## src/rtl/mem_arbiter_pkg.sv

```systemverilog
// Shared definitions for the memory-port arbiter: FSM state encoding and
// the default requester count.
package mem_arbiter_pkg;

    localparam int NUM_MEM_REQ = 3;

    typedef enum logic [1:0] {
        IDLE  = 2'd0,
        BUSY  = 2'd1,
        DRAIN = 2'd2
    } mem_arb_state_t;

endpackage

```

## src/rtl/mem_arbiter_rr_picker.sv

```systemverilog
// Combinational winner selection: first set request at or after i_ptr,
// wrapping. A constant-zero pointer gives plain lowest-index priority.
module rr_picker #(
    parameter int NUM_REQ = 3,
    parameter int IW      = $clog2(NUM_REQ)
) (
    input  logic [NUM_REQ-1:0] i_req,
    input  logic [IW-1:0]      i_ptr,
    output logic               o_valid,
    output logic [IW-1:0]      o_idx
);

    logic [IW:0] pos;

    always_comb begin
        o_valid = 1'b0;
        o_idx   = '0;
        pos     = '0;
        for (int unsigned off = 0; off < NUM_REQ; off++) begin
            pos = {1'b0, i_ptr} + (IW+1)'(off);
            if (pos >= (IW+1)'(NUM_REQ)) begin
                pos = pos - (IW+1)'(NUM_REQ);
            end
            if (!o_valid && i_req[pos[IW-1:0]]) begin
                o_valid = 1'b1;
                o_idx   = pos[IW-1:0];
            end
        end
    end

endmodule

```

## src/rtl/mem_arbiter.sv

```systemverilog
// Memory-port ownership arbiter (IDLE/BUSY/DRAIN) with registered one-hot grant.
// Define MEM_ARB_ROUND_ROBIN_EN for round-robin; default is fixed priority.
module mem_arbiter
    import mem_arbiter_pkg::*;
#(
    parameter int NUM_REQ = NUM_MEM_REQ
) (
    input  logic                       i_clk,
    input  logic                       i_rst_n,
    input  logic                       i_flush,
    input  logic [NUM_REQ-1:0]         i_req,
    output logic [NUM_REQ-1:0]         o_grant,
    output logic                       o_mem_valid,
    output logic [$clog2(NUM_REQ)-1:0] o_mem_sel,
    input  logic                       i_mem_done,
    output logic                       o_mem_kill
);

    localparam int IW = $clog2(NUM_REQ);

    mem_arb_state_t     state, state_n;
    logic [NUM_REQ-1:0] grant, grant_n;
    logic [IW-1:0]      sel, sel_n;
    logic               kill, kill_n;
    logic [IW-1:0]      ptr;
    logic               pick_valid;
    logic [IW-1:0]      pick_idx;
    logic               take;

    assign take = (state == IDLE) && !i_flush && pick_valid;

`ifdef MEM_ARB_ROUND_ROBIN_EN
    logic [IW-1:0] ptr_n;

    always_comb begin
        ptr_n = ptr;
        if (take) begin
            ptr_n = (pick_idx == IW'(NUM_REQ-1)) ? '0 : pick_idx + IW'(1);
        end
    end

    always_ff @(posedge i_clk or negedge i_rst_n) begin
        if (!i_rst_n) begin
            ptr <= '0;
        end else begin
            ptr <= ptr_n;
        end
    end
`else
    assign ptr = '0;
`endif

    rr_picker #(
        .NUM_REQ (NUM_REQ),
        .IW      (IW)
    ) u_picker (
        .i_req   (i_req),
        .i_ptr   (ptr),
        .o_valid (pick_valid),
        .o_idx   (pick_idx)
    );

    always_comb begin
        state_n = state;
        grant_n = grant;
        sel_n   = sel;
        kill_n  = 1'b0;
        unique case (state)
            IDLE: begin
                if (take) begin
                    state_n           = BUSY;
                    grant_n           = '0;
                    grant_n[pick_idx] = 1'b1;
                    sel_n             = pick_idx;
                end
            end
            BUSY: begin
                // done wins over a coincident flush: the access completed
                if (i_mem_done) begin
                    state_n = IDLE;
                    grant_n = '0;
                end else if (i_flush) begin
                    state_n = DRAIN;
                    grant_n = '0;
                    kill_n  = 1'b1;
                end
            end
            DRAIN: begin
                if (i_mem_done) begin
                    state_n = IDLE;
                end
            end
            default: begin
                state_n = IDLE;
                grant_n = '0;
            end
        endcase
    end

    always_ff @(posedge i_clk or negedge i_rst_n) begin
        if (!i_rst_n) begin
            state <= IDLE;
            grant <= '0;
            sel   <= '0;
            kill  <= 1'b0;
        end else begin
            state <= state_n;
            grant <= grant_n;
            sel   <= sel_n;
            kill  <= kill_n;
        end
    end

    assign o_grant     = grant;
    assign o_mem_valid = (state == BUSY);
    assign o_mem_sel   = sel;
    assign o_mem_kill  = kill;

endmodule

```

## config.mk

```make
export PLATFORM = sky130hd
export DESIGN_NAME = mem_arbiter
export DESIGN_NICKNAME = d
export VERILOG_FILES = /design/src/rtl/mem_arbiter_pkg.sv /design/src/rtl/mem_arbiter_rr_picker.sv /design/src/rtl/mem_arbiter.sv
export SDC_FILE = /design/constraint.sdc
export NUM_CORES = 1
export LEC_CHECK = 0
export BUFFER_PORTS_ARGS = -buffer_cell sky130_fd_sc_hd__buf_2
export CAP_MARGIN = 20
export CORE_AREA = 5 5 42 44
export DETAILED_ROUTE_END_ITERATION = 16
export DIE_AREA = 0 0 47 49
export PLACE_DENSITY = 0.6
export SYNTH_ARGS = -nofsm -noshare
export SYNTH_HDL_FRONTEND = slang
export SYNTH_SLANG_ARGS = --single-unit
```

## constraint.sdc

```tcl
create_clock -name i_clk -period 4.1 [get_ports i_clk]
set_clock_uncertainty 0.15 [all_clocks]
set_input_delay 0.615 -clock i_clk [delete_from_list [all_inputs] [get_ports i_clk]]
set_output_delay 0.615 -clock i_clk [all_outputs]
set_load 0.005 [all_outputs]
```

* After elaboration in Yosys (flattened, before gate mapping) *
Index checks and enable logic that the tools add are counted.

cells by class
  equality and inequality tests = 5
  bitwise operators = 1
  reductions and logical operators = 12
  $lt $le $gt $ge = 2
  mux-type cells = 19

operator list
  operator            count
  $mux 2              5
  $mux 3              3
  $pmux 3 s3          1
  $mux 1              8
  $pmux 2 s3          1
  $reduce_and 3->1    2
  $logic_and 1x1->1   5
  $ne 2x2->1 const B  2
  $logic_not 1->1     3
  $lt 2x3->1 const B  1
  $ne 3x2->1 const B  1
  $demux 1 s2         1
  $eq 2x1->1 const B  1
  $eq 2x2->1 const B  1
  $ge 2x1->1 const B  1
  $logic_not 2->1     1
  $reduce_and 2->1    1
  $not 1->1           1

word-level totals
  flip-flop bits (word level) = 8
  output and inout bits = 7
  word-level logic and storage cells = 43

* Logic depth before layout (Yosys ltp) *
  depth after elaboration = 13
  mapped depth = 3

* Cells and area by module *
From an unflattened synthesis, not the netlist that was laid out.

second synthesis, totals
  cell total of the unflattened synthesis = 59
  area total of the unflattened synthesis = 603.1 sq um

modules (own cells, without submodules)
  module       sequential area each (sq um)  instances  area an instance (sq um)  cells each
  mem_arbiter  200.2                         1          351.6                     27
  rr_picker    0.0                           1          251.5                     32

* Worst setup path before layout *
OpenSTA, ideal clock, no wires.

  kind = register to output
  from = register state[0]
  to = output o_mem_valid
  cell stages (with the launch flop) = 2
  buffers on the path = 0
  slack = 2,662 ps
  required time = 3,335 ps
  arrival time = 673 ps
  path through = dfrtp_1 > nor2b_1

on the way
  cells in the longest elaborated chain, start to end = 1

ends and longest elaborated chain
  item                    line                RTL
  from (decl)             mem_arbiter.sv:21   mem_arb_state_t state, state_n;
  from (signal assigned)  mem_arbiter.sv:107  state <= state_n;
  $eq 2x1->1              mem_arbiter.sv:115  assign o_mem_valid = (state == BUSY);
  to (decl)               mem_arbiter.sv:13   output logic o_mem_valid,

No other way between the ends.

* Worst setup path after layout *
Same ends and word-level chain as after synthesis.

==> flow_summary.ini <==
[worst_setup_path]
critical_path.startpoint_type = flop
cp_cell_sequence = nor2b_1 -> buf_2
critPathArrivalTime_ns = 1.12
critical_path.slowest_cell = sky130_fd_sc_hd__dfrtp_1
worst-endpoint-required_ns = 3.34
endpoint_kind = output pin
critical-path-max-stage-delay_ns = 0.48
setup.worst_path.class = reg2out
cp_max_fo = 8

[placement]
routability_driven_placement_congestion_ratio = 0.757
port_buffers = 13
hpwl_microns = 620
dpl_cell_area_sq_um = 464

[logic_synthesis]
synthesis.yosys.warnings = 0
syn-cell-area_sq_um = 379
post_synth_num_cell_types = 22
syn_avg_cell_area_sq_um = 10.8
synth_nets = 42
synth.ff_latch_count = 8
netlist_instances = 35
synth_sequential_area_ratio_pct = 52.8

[global_routing]
initial_antenna_violation_count = 0
track_usage_pct = 8.22
grt_first_pass_wirelength_microns = 1340
grt_start_max_net_pins = 9
first_global_vias = 312
overflow = 0

[timing]
final_max_slew_viol_count = 0
maxClockFrequency_ghz = 0.530
report.final.setup_viol = 0
unrepaired_setup_endpoints_after_global_routing = no
period_needed_ns = 1.89
maxSlewHeadroom_pct = 72.1
worst_pin_slew_ns = 0.412
tns_ns = 0
hold_ws_ns = 0.0468
min_period_over_period_pct = 46.0
final_hold_viol_count = 0

[status]
status = finished, final reports clean

[drt]
routed_wire_length_per_instance_microns = 11.8
dr_total_vias = 335
post_drt_via_cell_ratio = 5.00
ant_nets = 0
drt_iter0_drc = 2
route.detailed.drc = 0
post_detailed_routing_wire_length_microns = 791
drt_pass1_iterations = 4

[cts]
cts_root_buf = sky130_fd_sc_hd__clkbuf_4
cts-resized-gates = 0
post_cts_buffers = 0
number_of_hold_repair_buffers_added_at_the_cts_stage = 0
tritoncts.num_buffers = 3
tritoncts = built
clkTransAtPathRegs_ns = 0.05
cts.sink_count = 8
worst_skew_pair.late_latency_ns = 0.25
h-tree-depth = 1
cts-root-to-sink-buffers = 2

[layout]
drive_gt1_share_pct = 33.3
layout.cell_area.non_filler_sq_um = 487
nNetsFinal = 60
antenna_cells = 0
areaGrowthSynthToFinish_pct = 28.4

[floorplan]
dieHeight_microns = 49
die_width_microns = 47
placementRows = 14
fp.dieArea_sq_um = 2300
effective_utilization_at_floorplan_pct = 27.1
floorplan.io_pins = 14
placeable_core_region_sq_um = 1400

[pwr]
power.density_cell_area_nw_per_um2 = 415
total_leakage_power_nw = 0.236
vdd_drop_max_v = 0.000180

[min_path]
min_path_type = in2async

[job]
cap_viol_max_count = 0
==> stage by stage <==
step | std cells | setup WS, ns | utilization (%) | power [W]
finish | 67 | 2.21 | 34.7 | 0.000202
global route | 67 | 2.07 | 34.7 | 0.000219
CTS | 67 | 2.19 | 34.7 | 0.000208
detailed placement | 64 | 2.46 | 33.1 | 0.000147
global placement | 64 | 2.45 | 33.1 | 0.000146
floorplan | 35 | 2.66 | - | 0.000124
==> worst paths after layout <==
path	from	end	slack, ns	depth (start not counted)
setup / recovery	state[0]	o_mem_valid	2.21	2
hold / removal	i_rst_n	o_grant[0]	0.05	1
setup reg to reg	state[0]	o_grant[0]	2.69	3
hold reg to reg	o_mem_sel[1]	o_mem_sel[1]	0.35	2
max in group asynchronous	i_rst_n	state[1]	3.59	1
min in group i_clk	o_mem_sel[1]	o_mem_sel[1]	0.35	2
==> power by group <==
group | internal (W) | switching, W
Combinational | 0.0000226 | 0.0000210
Clock | 0.0000334 | 0.0000248
Sequential | 0.0000908 | 0.00000939
Total | 0.000147 | 0.0000551
==> worst max-delay path, delay by kind of cell, from the launching register on <==
| kind | cells | cell delay [ns] |
|---|---|---|
| DFF | 1 | 0.48 |
| and+or+nand+nor | 1 | 0.24 |
| buffers and inverters | 1 | 0.15 |
==> cell families (layout without fill, tap and decap cells) <==
kind of cell | count (synthesis) | in the layout | synth area share, %
AO/OA/AOI/OAI | 12 | 12 | 21.1
buffers and inverters | 2 | 18 | 1.98
flip-flops | 8 | 8 | 52.8
AND/OR/NAND/NOR | 13 | 13 | 24.1
==> per-layer routing <==
metal | part of all wire (%) | up-vias | wire length, microns | track usage, %
li1 | - | 167 | - | -
met1 | 48 | 156 | 378 | 10.3
met2 | 44 | 10 | 348 | 11.1
met3 | 7.2 | 2 | 57 | 6.64
met4 | 1.0 | 0 | 8 | 1.38
met5 | 0 | - | 0 | 0
==> registers in the layout, indices dropped and copies added (netlist names) <==
register    flops
o_mem_sel       2
o_grant         3
state           2
o_mem_kill      1
==> placed cells by master, fill, tap and decap left out, types with 2 or more instances in the layout <==
| cell type | n |
|---|---|
| sky130_fd_sc_hd__nor2_1 | 3 |
| sky130_fd_sc_hd__a21oi_1 | 3 |
| sky130_fd_sc_hd__nor2b_1 | 2 |
| sky130_fd_sc_hd__inv_1 | 2 |
| sky130_fd_sc_hd__clkbuf_4 | 3 |
| sky130_fd_sc_hd__buf_2 | 13 |
| sky130_fd_sc_hd__dfrtp_1 | 8 |
==> cell type report <==
type	instances	area, sq um
multi-input combinational	25	171
clock buffer	3	22.5
timing repair buffer	13	65.1
sequential	8	200
inverter	2	7.51
tap	16	20.0
fill	151	915
==> synthesized netlist by cell type <==
cell type | count | area share (%)
sky130_fd_sc_hd__o21ai_0 | 1 | 1.3
sky130_fd_sc_hd__a21oi_1 | 3 | 4.0
sky130_fd_sc_hd__and2b_1 | 1 | 2.0
sky130_fd_sc_hd__o21a_1 | 1 | 2.0
sky130_fd_sc_hd__inv_1 | 2 | 2.0
sky130_fd_sc_hd__o21ai_1 | 1 | 1.3
sky130_fd_sc_hd__dfrtp_1 | 8 | 53
sky130_fd_sc_hd__nor2_1 | 3 | 3.0
sky130_fd_sc_hd__nor4_1 | 1 | 1.7
sky130_fd_sc_hd__a211oi_1 | 1 | 2.0
sky130_fd_sc_hd__and3b_1 | 1 | 2.3
sky130_fd_sc_hd__a22oi_1 | 1 | 2.0
sky130_fd_sc_hd__nor2b_1 | 2 | 3.3
sky130_fd_sc_hd__nor3_1 | 1 | 1.3
sky130_fd_sc_hd__a32o_1 | 1 | 2.6
sky130_fd_sc_hd__nor3_4 | 1 | 4.3
sky130_fd_sc_hd__a2111oi_0 | 1 | 2.3
sky130_fd_sc_hd__nor3b_1 | 1 | 2.0
sky130_fd_sc_hd__nand3b_1 | 1 | 2.0
sky130_fd_sc_hd__nor4b_1 | 1 | 2.3
sky130_fd_sc_hd__o22ai_1 | 1 | 1.7
sky130_fd_sc_hd__o31ai_1 | 1 | 2.0
Note: power is estimated with default switching activity, not from simulation.
